<file path="src/rtl/cipher_pkg.sv">
// rtl/cipher_pkg.sv - shared types, constants and helpers for the LFSR stream cipher
//
// Purpose : FSM state encoding, ASCII offset, catalogue of 7-bit maximal-length
//           LFSR tap masks and a parity helper used by the cipher top.
// Ports   : none (package).
package cipher_pkg;

  typedef enum logic [2:0] {
    ST_IDLE,
    ST_PRE,
    ST_MSG,
    ST_PAD,
    ST_DONE
  } state_e;

  localparam int ASCII_OFFSET = 'h20;

  // Maximal-length feedback masks for a 7-bit register shifting left.
  localparam logic [6:0] MAX_TAPS_7 [9] = '{
    7'h60, 7'h48, 7'h78, 7'h72, 7'h6A, 7'h69, 7'h5C, 7'h7E, 7'h7B
  };

  // Callers zero-extend narrower vectors; that never changes the parity.
  function automatic logic parity(input logic [31:0] v);
    return ^v;
  endfunction

endpackage

</file>
<file path="src/rtl/lfsr_core.sv">
// rtl/lfsr_core.sv - runtime-configurable Fibonacci LFSR register
//
// Purpose : W-bit LFSR. load_i takes priority and copies seed_i; otherwise
//           step_i advances one step: next = {s[W-2:0], ^(s & taps_i)}.
// Ports   : clk_i, rst_ni (async active-low), load_i, seed_i[W-1:0],
//           taps_i[W-1:0], step_i, state_o[W-1:0].
module lfsr_core #(
  parameter int W = 7
) (
  input  logic         clk_i,
  input  logic         rst_ni,
  input  logic         load_i,
  input  logic [W-1:0] seed_i,
  input  logic [W-1:0] taps_i,
  input  logic         step_i,
  output logic [W-1:0] state_o
);

  logic [W-1:0] state_q, state_d;

  always_comb begin
    state_d = state_q;
    if (load_i) begin
      state_d = seed_i;
    end else if (step_i) begin
      state_d = {state_q[W-2:0], ^(state_q & taps_i)};
    end
  end

  always_ff @(posedge clk_i or negedge rst_ni) begin
    if (!rst_ni) begin
      state_q <= '0;
    end else begin
      state_q <= state_d;
    end
  end

  assign state_o = state_q;

endmodule

</file>
<file path="src/rtl/lfsr_stream_cipher.sv">
// rtl/lfsr_stream_cipher.sv - framed LFSR stream cipher (encrypt / decrypt) co-processor
//
// Purpose : Builds a FRAME_LEN-byte frame: space preamble, message, space padding.
//           Encrypt: x = (c - 0x20) ^ lfsr, out = {^x, x}. Decrypt: x = in ^ lfsr,
//           out = {0, x + 0x20}, with parity check of the incoming byte.
// Ports   : clk_i, rst_ni (async active-low); Start, cfg_mode, cfg_taps, cfg_seed,
//           cfg_pre (run config); in_valid/in_data/in_last/in_ready (input stream);
//           out_valid/out_data/out_ready (output stream, one-entry register);
//           Ack (run complete), err_parity, err_range (sticky per run).
module lfsr_stream_cipher
  import cipher_pkg::*;
#(
  parameter  int W         = 7,
  parameter  int FRAME_LEN = 64,
  parameter  int PRE_MIN   = 10,
  parameter  int PRE_MAX   = 15,
  localparam int PRE_W     = $clog2(PRE_MAX + 1)
) (
  input  logic             clk_i,
  input  logic             rst_ni,
  input  logic             Start,
  input  logic             cfg_mode,
  input  logic [W-1:0]     cfg_taps,
  input  logic [W-1:0]     cfg_seed,
  input  logic [PRE_W-1:0] cfg_pre,
  input  logic             in_valid,
  input  logic [W:0]       in_data,
  input  logic             in_last,
  output logic             in_ready,
  output logic             out_valid,
  output logic [W:0]       out_data,
  input  logic             out_ready,
  output logic             Ack,
  output logic             err_parity,
  output logic             err_range
);

  localparam int CNT_W = $clog2(FRAME_LEN + 1);

  state_e           state_q, state_d;
  logic             mode_q, mode_d;
  logic [W-1:0]     taps_q, taps_d;
  logic [PRE_W-1:0] pre_q, pre_d;
  logic [CNT_W-1:0] cnt_q, cnt_d, cnt_inc;
  logic             out_valid_q, out_valid_d;
  logic [W:0]       out_data_q, out_data_d;
  logic             err_par_q, err_par_d;
  logic             err_rng_q, err_rng_d;

  logic             lfsr_load, lfsr_step;
  logic [W-1:0]     lfsr_seed, lfsr_s;
  logic             can_emit;
  logic [W-1:0]     enc_p, enc_x, dec_x;
  logic [W:0]       enc_byte;

  function automatic logic [PRE_W-1:0] clamp_pre(input logic [PRE_W-1:0] v);
    if (int'(v) < PRE_MIN) return PRE_W'(PRE_MIN);
    if (int'(v) > PRE_MAX) return PRE_W'(PRE_MAX);
    return v;
  endfunction

  lfsr_core #(.W(W)) u_lfsr (
    .clk_i  (clk_i),
    .rst_ni (rst_ni),
    .load_i (lfsr_load),
    .seed_i (lfsr_seed),
    .taps_i (taps_q),
    .step_i (lfsr_step),
    .state_o(lfsr_s)
  );

  // The output register may take a new byte when empty or being drained this cycle.
  assign can_emit  = !out_valid_q || out_ready;
  assign cnt_inc   = cnt_q + CNT_W'(1);
  // An all-zero LFSR would lock up, so a zero seed is promoted to 1.
  assign lfsr_seed = (cfg_seed == '0) ? W'(1) : cfg_seed;

  // Preamble and padding carry a space, i.e. payload 0.
  assign enc_p    = (state_q == ST_MSG) ? (in_data[W-1:0] - W'(ASCII_OFFSET)) : '0;
  assign enc_x    = enc_p ^ lfsr_s;
  assign enc_byte = {parity(32'(enc_x)), enc_x};
  assign dec_x    = in_data[W-1:0] ^ lfsr_s;

  always_comb begin
    state_d     = state_q;
    mode_d      = mode_q;
    taps_d      = taps_q;
    pre_d       = pre_q;
    cnt_d       = cnt_q;
    out_valid_d = out_valid_q && !out_ready;
    out_data_d  = out_data_q;
    err_par_d   = err_par_q;
    err_rng_d   = err_rng_q;
    lfsr_load   = 1'b0;
    lfsr_step   = 1'b0;
    in_ready    = 1'b0;

    unique case (state_q)
      ST_IDLE, ST_DONE: begin
        if (Start) begin
          state_d   = cfg_mode ? ST_MSG : ST_PRE;
          mode_d    = cfg_mode;
          taps_d    = cfg_taps;
          pre_d     = clamp_pre(cfg_pre);
          cnt_d     = '0;
          err_par_d = 1'b0;
          err_rng_d = 1'b0;
          lfsr_load = 1'b1;
        end
      end

      ST_PRE: begin
        if (can_emit) begin
          out_valid_d = 1'b1;
          out_data_d  = enc_byte;
          lfsr_step   = 1'b1;
          cnt_d       = cnt_inc;
          if (cnt_inc == CNT_W'(pre_q)) state_d = ST_MSG;
        end
      end

      ST_MSG: begin
        in_ready = can_emit;
        if (can_emit && in_valid) begin
          out_valid_d = 1'b1;
          lfsr_step   = 1'b1;
          cnt_d       = cnt_inc;
          if (mode_q) begin
            out_data_d = {1'b0, dec_x + W'(ASCII_OFFSET)};
            if (in_data[W] != parity(32'(in_data[W-1:0]))) err_par_d = 1'b1;
          end else begin
            out_data_d = enc_byte;
            if (in_data < (W+1)'(ASCII_OFFSET) ||
                in_data > (W+1)'(ASCII_OFFSET + (2 ** W) - 1)) err_rng_d = 1'b1;
            if (in_last) state_d = ST_PAD;
          end
          if (cnt_inc == CNT_W'(FRAME_LEN)) state_d = ST_PAD;
        end
      end

      ST_PAD: begin
        // With the frame full, DONE waits until the final byte has left the register.
        if (cnt_q == CNT_W'(FRAME_LEN)) begin
          if (can_emit) state_d = ST_DONE;
        end else if (can_emit) begin
          out_valid_d = 1'b1;
          out_data_d  = enc_byte;
          lfsr_step   = 1'b1;
          cnt_d       = cnt_inc;
        end
      end

      default: state_d = ST_IDLE;
    endcase
  end

  always_ff @(posedge clk_i or negedge rst_ni) begin
    if (!rst_ni) begin
      state_q     <= ST_IDLE;
      mode_q      <= 1'b0;
      taps_q      <= '0;
      pre_q       <= '0;
      cnt_q       <= '0;
      out_valid_q <= 1'b0;
      out_data_q  <= '0;
      err_par_q   <= 1'b0;
      err_rng_q   <= 1'b0;
    end else begin
      state_q     <= state_d;
      mode_q      <= mode_d;
      taps_q      <= taps_d;
      pre_q       <= pre_d;
      cnt_q       <= cnt_d;
      out_valid_q <= out_valid_d;
      out_data_q  <= out_data_d;
      err_par_q   <= err_par_d;
      err_rng_q   <= err_rng_d;
    end
  end

  assign out_valid  = out_valid_q;
  assign out_data   = out_data_q;
  assign Ack        = (state_q == ST_DONE);
  assign err_parity = err_par_q;
  assign err_range  = err_rng_q;

endmodule

</file>
<file path="config.mk">
export PLATFORM = sky130hd
export DESIGN_NAME = lfsr_stream_cipher
export DESIGN_NICKNAME = d
export VERILOG_FILES = /design/src/rtl/cipher_pkg.sv /design/src/rtl/lfsr_core.sv /design/src/rtl/lfsr_stream_cipher.sv
export SDC_FILE = /design/constraint.sdc
export NUM_CORES = 1
export LEC_CHECK = 0
export ABC_AREA = 0
export BUFFER_PORTS_ARGS = -buffer_cell sky130_fd_sc_hd__buf_2
export CORE_ASPECT_RATIO = 2
export CORE_UTILIZATION = 37
export CTS_CLUSTER_SIZE = 24
export DETAILED_ROUTE_END_ITERATION = 16
export SLEW_MARGIN = 20
export SYNTH_ARGS = -nofsm -noshare
export SYNTH_HDL_FRONTEND = slang
export SYNTH_HIERARCHICAL = 1
export SYNTH_SLANG_ARGS = --single-unit
</file>
<file path="constraint.sdc">
create_clock -name clk_i -period 3.4 [get_ports clk_i]
set_input_delay 0.85 -clock clk_i [delete_from_list [all_inputs] [get_ports clk_i]]
set_output_delay 0.85 -clock clk_i [all_outputs]
set_load 0.01 [all_outputs]
</file>
# Word-level counts from Yosys, hierarchy flattened
# Cells that the tools add are included.
# classes
add_sub_neg	3
n_eq_ne	21
muxes	50
n_reduce_logical	22
bitwise_logic	3
magnitude_cmp	3
# op_table
op	n
parity 32 bit	2
2-to-1 mux 7 bit	8
2-to-1 mux 8 bit	4
case mux 7 bit (4 select lines)	1
2-to-1 mux 3 bit	9
case mux 8 bit (3 select lines)	1
2-to-1 mux 1 bit	19
inequality test 2 bit (second input constant)	8
equality test 7 bit (second input constant)	2
XOR 7 bit	2
case mux 3 bit (4 select lines)	1
AND reduction 5 bit	2
> comparator 8 bit (second input constant)	1
< comparator 8 x 6 -> 1 bit (second input constant)	1
2-to-1 mux 4 bit	2
AND reduction 8 bit	1
adder 7 x 1 -> 7 bit (second input constant)	1
adder 7 x 6 -> 7 bit (second input constant)	1
AND 7 bit	1
equality test 7 x 4 -> 1 bit	1
zero test 7 bit	1
parity 7 bit	1
subtractor 7 x 6 -> 7 bit (second input constant)	1
equality test 3 x 2 -> 1 bit (second input constant)	2
20 further kinds	29
# word_totals
out_inout_bits	13
inputBits	33
elab_cells	112
reg_bits	40

# Longest topological paths before layout
# Gate-level depths: netlist (run 1).
# depth
word_depth	7
depth_mapped	11
mapped_depth_nobuf	9

# Modules after synthesis
# The synthesis (run 1) kept the hierarchy.
# by_module_without_submodules
mod	n_inst	cells_per_inst	area_each_um2	seq_area_each_um2
lfsr_stream_cipher	1	238	2183.3	825.8
lfsr_core	1	42	407.9	175.2

# Worst setup path after synthesis (run 1)
# OpenSTA, ideal clock, no wires.
# synth_timing
path_kind	in2reg
startpoint	input port out_ready
endpoint	register u_lfsr.state_q[1] (netlist: u_lfsr/state_o[1])
t_arrival_ns	2.023
n_path_buf	1
path_stages	7
path_slack_ns	1.241
setup_ns	0.135
t_required_ns	3.265
path_cell_list	nor2b_1 nor3_1 nand2_2 clkinv_1 clkbuf_1 mux2i_1 o21ai_0
# synth_between
elab_chain_cells	5
word_cells_on_any_way	7
cone_classes	4 x mux; 3 x reduce/logical
# synth_rtl
element	line	rtl
start, declared	lfsr_stream_cipher.sv:32	input logic out_ready,
logical OR 1 bit (*)	lfsr_stream_cipher.sv:73	assign can_emit = !out_valid_q || out_ready;
2-to-1 mux 1 bit / logical AND 1 bit (equally long branches)	lfsr_stream_cipher.sv:113, lfsr_stream_cipher.sv:145, lfsr_stream_cipher.sv:124	
2-to-1 mux 1 bit, on equally long branches	lfsr_stream_cipher.sv:143, lfsr_stream_cipher.sv:124	
case mux 1 bit (3 select lines) (*)	lfsr_stream_cipher.sv:98	unique case (state_q)
via lfsr_step	lfsr_stream_cipher.sv:50	logic lfsr_load, lfsr_step;
nonzero test 2 bit (no line) (*)	n/a	
end signal, assigned	lfsr_core.sv:34	state_q <= state_d;
end, declared	lfsr_core.sv:19	logic [W-1:0] state_q, state_d;
# The timed path passes the listed nets; every way through them passes the cells marked *.
# A chain may end at the register's enable or synchronous reset.

# Final worst setup path (run 1)
# layout_timing
startpoint	register state_q[1]
endpoint	output port in_ready
# layout_between
elab_chain_cells	2
# layout_rtl
element	line	rtl
start, declared	lfsr_stream_cipher.sv:40	state_e state_q, state_d;
start signal, assigned	lfsr_stream_cipher.sv:169	state_q <= state_d;
equality test 3 x 2 -> 1 bit	lfsr_stream_cipher.sv:98	
2-to-1 mux 1 bit	lfsr_stream_cipher.sv:98	
end, declared	lfsr_stream_cipher.sv:29	output logic in_ready,
# No other way between the ends.

==> qor.txt, run 1 <==
Final Instance Count excl. Fillers: 397
largest net degree at the start of global routing: 41
# IOs: 46
delay-heaviest family, CP: simple AND/OR/NAND/NOR gates
worst hold path type: reg -> reg
period utilization: 0.7804
antenna viol nets, final: 0
crit path kind: reg -> out
post-synthesis cell area: 2591 sq um
Die ar.: 7362 sq um
Post-DP HPWL: 4784 microns
H-Tree Level Count: 2
Critical-path top delay cell: dfrtp_1
fillcell total: 676
core area: 6674 sq um
fin. max-slew vios: 0
die height: 120.4 microns
status: completed
vias in the first global route: 2157
Final #Nets: 347
crit path time final: 2.653 ns
Mean Syn Cell Area: 9.254 sq um
clk sinks: 40
P&R area growth vs syn: 15.45%
sequential element share of the synthesized area: 0.3863
syn nets: 318
first-pass GRT wire length: 10540 microns
initial antenna violation count: 0
Starting Density: 0.3883
Worst Clk Skew: 0.009888 ns
CP max stage delay: 0.61 ns
setup tns final: 0 ns
Hold-fix buffers, CTS: 0
number of diodes: 0
clk root buf: clkbuf_16
leakage power: 1.440 nW
Rel. slew slack: 0.3841
Worst-path clk slew: 0.06 ns
Worst setup EP type: primary output
share of cells above drive strength 1: 0.2168
number of flops mapped to enable cells by yosys: 0
Final setup viols: 0
MaxCap Viol Count: 0
Final Hold Viols: 0
pwr dens: 564.8 nW/um^2
synth warn: 6
Die Width: 61.18 microns
final WL: 6282 microns
Peak VDD IR: 0.3878 mV
post-synthesis register bit count: 40
crit path cell chain: inv_2 -> or3_1 -> nor2_1 -> buf_2
PostCTS Resize Cnt: 0
row cnt: 42
Inst Count DP: 390
crit start category: flip-flop
DRT Pass-1 Iters: 4
crit path buf inv count: 2
Slew @ Worst Pin: 0.9239 ns
CTS tree: done
clock buffer depth: 2
clk_lat worst skew: 0.29 ns
CTS buffer count: 5
unrepaired setup endpoints after global routing: no
R2R setup slack: 0.77 ns
Wirelength per Cell: 15.82 microns
Post-CTS Setup Repair Bufs: 0
Via density: 5.247
DR iter-0 viols: 71
routability cong.: 0.8793
number of port buffers: 45
Distinct cells, synth: 55
drc violations: 0
via count: 2083
grt ovf: 0
Worst Path Arrival: 1.80 ns
Top FF cell, synth: dfrtp_1
ys async rst share: 1.000
placed cell areas: 2806 sq um
Design Area, Final: 2992 sq um
worst path required time: 2.55 ns
fmax: 376.9 MHz
Synth Instances: 280
critical path peak fanout: 12
All-Layer GR Usage: 0.1978
[final timing paths]
kind | cells after the start | endpoint | start
min in group asynchronous | 1 | pre_q[0]$_DFFE_PN0P_ | rst_ni
setup / recovery | 4 | in_ready | state_q[1]$_DFFE_PN0P_
hold reg to reg | 2 | out_data[7]$_DFFE_PN0P_ | out_data[7]$_DFFE_PN0P_
hold / removal | 2 | out_data[7]$_DFFE_PN0P_ | out_data[7]$_DFFE_PN0P_
setup reg to reg | 9 | u_lfsr/state_o[0]$_DFFE_PN0P_ | cnt_q[0]$_DFFE_PN0P_
max in group asynchronous | 1 | out_data[7]$_DFFE_PN0P_ | rst_ni
[registers in the layout, summed over array words and instances, names as in the netlist]
signal	cells
cnt_q	7
out_valid	1
err_parity	1
u_lfsr/state_o	7
out_data	8
taps_q	7
pre_q	4
err_range	1
state_q	3
mode_q	1
[layout make-up]
type	count	area (sq um)	area share
Timing Repair Buffer	45	225.2	0.07528
Clock inverter	2	60.06	0.02008
Multi-Input combinational cell	207	1433	0.4789
Tap cell	88	110.1	0.03680
Clock buffer	5	125.1	0.04182
Sequential cell	40	1001	0.3346
Inverter	10	37.54	0.01255
[synthesized netlist by cell type, types with 2 or more instances]
cell type | count | area share
o2111ai_1 | 3 | 0.010
buf_6 | 3 | 0.013
mux2i_1 | 7 | 0.027
nor2b_1 | 3 | 0.0072
nand2_1 | 40 | 0.058
nor2_1 | 11 | 0.016
xnor3_1 | 5 | 0.043
nand4_1 | 3 | 0.0072
buf_2 | 8 | 0.015
xor2_1 | 9 | 0.030
nand2_2 | 2 | 0.0048
mux2_2 | 8 | 0.035
a21oi_1 | 12 | 0.023
and3_1 | 5 | 0.012
a211o_1 | 2 | 0.0068
ha_1 | 5 | 0.024
clkbuf_1 | 11 | 0.016
nor3_1 | 3 | 0.0058
xnor2_1 | 15 | 0.051
a21boi_0 | 2 | 0.0058
or3_1 | 8 | 0.019
inv_1 | 8 | 0.012
nand3_1 | 6 | 0.012
o21ai_1 | 4 | 0.0077
o211ai_1 | 4 | 0.012
o21a_1 | 2 | 0.0058
dfrtp_1 | 40 | 0.39
a31oi_1 | 4 | 0.0097
nand2b_1 | 4 | 0.0097
nor4_1 | 2 | 0.0048
o21ai_0 | 17 | 0.033
[stage by stage]
step                hold slack, ns  setup slack [ns]  utilization  power (mW)
global route                0.5023            0.4387       0.4483       1.789
detailed placement          0.4673            0.7041       0.4205       1.100
CTS                         0.4810            0.7437       0.4483       1.710
global placement            0.4602            0.7487       0.4205       1.088
floorplan                   0.4544             1.241            -      0.9778
finish                      0.4703            0.7465       0.4483       1.690
[metal layers]
metal	vias to the layer above	GRT usage	wire, microns
li1	1039	-	-
met1	980	0.2289	2471
met2	47	0.3322	3442
met3	17	0.02674	162
met4	0	0.1136	206
met5	-	0	0
[where the power goes]
part	switching, mW	internal, mW	total (mW)	leakage, nW
Clock	0.188	0.416	0.604	0.0899
Combinational	0.240	0.192	0.432	0.824
Sequential	0.116	0.537	0.654	0.526
Total	0.544	1.15	1.69	1.44
[cells in the final DEF, fill, tap and decap left out, drive strengths merged, types with 4 or more instances in the layout]
| cell type | instances |
|---|---|
| mux2 | 8 |
| nand3 | 6 |
| inv | 9 |
| mux2i | 7 |
| nand2b | 5 |
| xnor3 | 5 |
| ha | 5 |
| xnor2 | 15 |
| o211ai | 4 |
| o21ai | 22 |
| and3 | 5 |
| clkbuf | 5 |
| nor3 | 4 |
| nor2 | 11 |
| or3 | 8 |
| buf | 45 |
| a21oi | 13 |
| a31oi | 4 |
| nand2 | 42 |
| xor2 | 9 |
| dfrtp | 40 |
[logic make-up (layout without fill, tap and decap cells)]
group	Yosys count	count (layout)	share of synthesized area
XOR/XNOR	29	29	0.1246
AND/OR/NAND/NOR	94	94	0.1825
flip-flops	40	40	0.3863
buffers and inverters	33	62	0.06084
multiplexers	15	15	0.06181
AO/OA/AOI/OAI	64	64	0.1598
adder cells (fa/ha/maj)	5	5	0.02414
[worst min-delay path, stage by stage (launching register included)]
cell	delay, ns
dfrtp_1	0.34
nand2_1	0.05
nand3_1	0.05
Power figures use the tool's default switching activity.
==> run 2: changes to the inputs <==
Clock period 3.4 ns to 2.45 ns, I/O delays scaled along.
==> qor.txt, run 2 (same netlist as run 1, synthesis figures left out) <==
DR iter-0 viols: 84 (+18%)
Hold-fix buffers, CTS: 0 (unchanged)
Final setup viols: 0 (unchanged)
setup tns final: 0 ns (unchanged)
Post-DP HPWL: 4738 microns (-0.95%)
P&R area growth vs syn: 17.62%
Worst Path Arrival: 1.64 ns (-0.16 ns)
initial antenna violation count: 0 (unchanged)
Starting Density: 0.3883 (unchanged)
number of diodes: 0 (unchanged)
All-Layer GR Usage: 0.1843 (-0.01353)
drc violations: 0 (unchanged)
die height: 120.4 microns (unchanged)
Critical-path top delay cell: dfrtp_2
Final Hold Viols: 0 (unchanged)
Die ar.: 7362 sq um (unchanged)
worst r2r dst: u_lfsr/state_o[4]$_DFFE_PN0P_
leakage power: 1.474 nW (+2.4%)
fmax: 443.7 MHz
CTS buffer count: 5 (unchanged)
vias in the first global route: 2094 (-2.9%)
Worst Slack Setup Final: 0.1961 ns (-0.5504 ns)
clock buffer depth: 2 (unchanged)
status: completed
Worst-path clk slew: 0.06 ns (about the same)
pwr dens: 763.9 nW/um^2 (+35%)
CTS tree: done
Wirelength per Cell: 15.28 microns (-3.4%)
clk sinks: 40 (unchanged)
R2R setup slack: 0.31 ns (-0.46 ns)
Worst R2R Start: cnt_q[1]$_DFFE_PN0P_
Worst setup EP type: primary output
antenna viol nets, final: 0 (unchanged)
clk_lat worst skew: 0.29 ns (about the same)
crit path kind: reg -> out
crit path cell chain: inv_2 -> or3_1 -> nor2_1 -> buf_2
final WL: 6174 microns (-1.7%)
worst hold path type: in -> async
crit start category: flip-flop
largest net degree at the start of global routing: 41 (unchanged)
fillcell total: 671 (-0.74%)
Slew @ Worst Pin: 0.5327 ns (-0.3911 ns)
critical path peak fanout: 12 (unchanged)
DRT Pass-1 Iters: 4 (unchanged)
crit path time final: 2.254 ns
Design Area, Final: 3048 sq um (+1.9%)
H-Tree Level Count: 2 (unchanged)
Final #Nets: 353 (+1.7%)
via count: 2115 (+1.5%)
MaxCap Viol Count: 0 (unchanged)
Worst Clk Skew: 0.003778 ns (-0.006110 ns)
Critical Path Start: state_q[1]$_DFFE_PN0P_
most frequent cells in the layout: buf_2 (45), nand2_1 (40), dfrtp_1 (39)
max reg flops: 8 (unchanged)
grt ovf: 0 (unchanged)
placed cell areas: 2864 sq um (+2.1%)
Peak VDD IR: 0.4427 mV (+14%)
clk root buf: clkbuf_16
share of cells above drive strength 1: 0.2373 (+0.02051)
worst hold margin: 0.3828 ns (-0.08754 ns)
# IOs: 46 (unchanged)
Worst R2R Path Depth: 9 (unchanged)
Via density: 5.235 (-0.22%)
CP max stage delay: 0.49 ns (-0.12 ns)
unrepaired setup endpoints after global routing: no
routability cong.: 0.8430 (-4.1%)
period utilization: 0.9200
Die Width: 61.18 microns (unchanged)
fin. max-slew vios: 0 (unchanged)
first-pass GRT wire length: 9832 microns (-6.7%)
core area: 6674 sq um (unchanged)
most common cell after layout, fill and taps aside: buf_2
number of port buffers: 45 (unchanged)
Rel. slew slack: 0.6449 (+0.2608)
Post-CTS Setup Repair Bufs: 0 (unchanged)
Placement Setup Slack: 0.3688 ns (-0.3352 ns)
worst path required time: 1.84 ns (-0.71 ns)
row cnt: 42 (unchanged)
-- run 2: changes by cell type in the layout (fill, tap and decap cells not counted) --
cell	previous run	this run
buf_4	0	5
clkbuf_8	0	2
buf_12	0	1
bufinv_16	2	1
dfrtp_1	40	39
dfrtp_2	0	1
-- run 2: metal layers --
| metal | wire length [microns] | part of all wire | up-vias | track usage |
|---|---|---|---|---|
| met1 | 2361 | 0.38 | 1021 | 0.1976 |
| li1 | - | - | 1051 | - |
| met4 | 142 | 0.023 | 0 | 0.08239 |
| met3 | 159 | 0.026 | 9 | 0.03102 |
| met2 | 3511 | 0.57 | 34 | 0.3322 |
| met5 | 0 | 0 | - | 0 |
-- run 2: final cells by class --
| type | instances | area [sq um] | share of cell area |
|---|---|---|---|
| clock buffers | 7 | 152.6 | 0.05008 |
| clock inverters | 1 | 30.03 | 0.009852 |
| inverters | 10 | 37.54 | 0.01232 |
| multi-input cells | 207 | 1433 | 0.4700 |
| flip-flops and latches | 40 | 1002 | 0.3288 |
| well taps | 88 | 110.1 | 0.03612 |
| repair buffers | 51 | 282.8 | 0.09278 |
-- run 2: worst max-delay path by stage --
stage | endpoint | slack (ns) | depth (start not counted)
after floorplan | u_lfsr/state_o[1]$_DFFE_PN0P_ | 0.35 | 10
after global placement | u_lfsr/state_o[0]$_DFFE_PN0P_ | 0.39 | 10
after detailed placement | u_lfsr/state_o[0]$_DFFE_PN0P_ | 0.37 | 10
after CTS | in_ready | 0.10 | 4
after global routing | u_lfsr/state_o[0]$_DFFE_PN0P_ | 0.14 | 10
final | in_ready | 0.20 | 4
-- run 2: repair_timing --
item	CTS	global route
endpoints found under the hold margin	0	0
resized for setup	0	1
setup endpoints to repair	0	1
-- run 2: metrics by stage --
| step | cells | power (mW) | util |
|---|---|---|---|
| 2_1_floorplan | 280 | 1.357 | - |
| 3_3_place_gp | 396 | 1.536 | 0.4291 |
| 3_5_place_dp | 396 | 1.543 | 0.4291 |
| 4_1_cts | 404 | 2.348 | 0.4565 |
| 5_1_grt | 404 | 2.464 | 0.4567 |
| 6_report | 404 | 2.328 | 0.4567 |
-- run 2: worst max-delay path, delay by kind of cell, from the launching register on --
family | cells | cell delay, ns
buffers and inverters | 2 | 0.25
AND/OR/NAND/NOR | 2 | 0.61
flip-flops | 1 | 0.49
-- run 2: power breakdown --
group          total (mW)  switching, mW  internal, mW  leakage [nW]
clock               0.798          0.262         0.536        0.0901
sequential          0.875          0.129         0.746         0.526
combinational       0.655          0.361         0.294         0.858
total                2.33          0.752          1.58          1.47
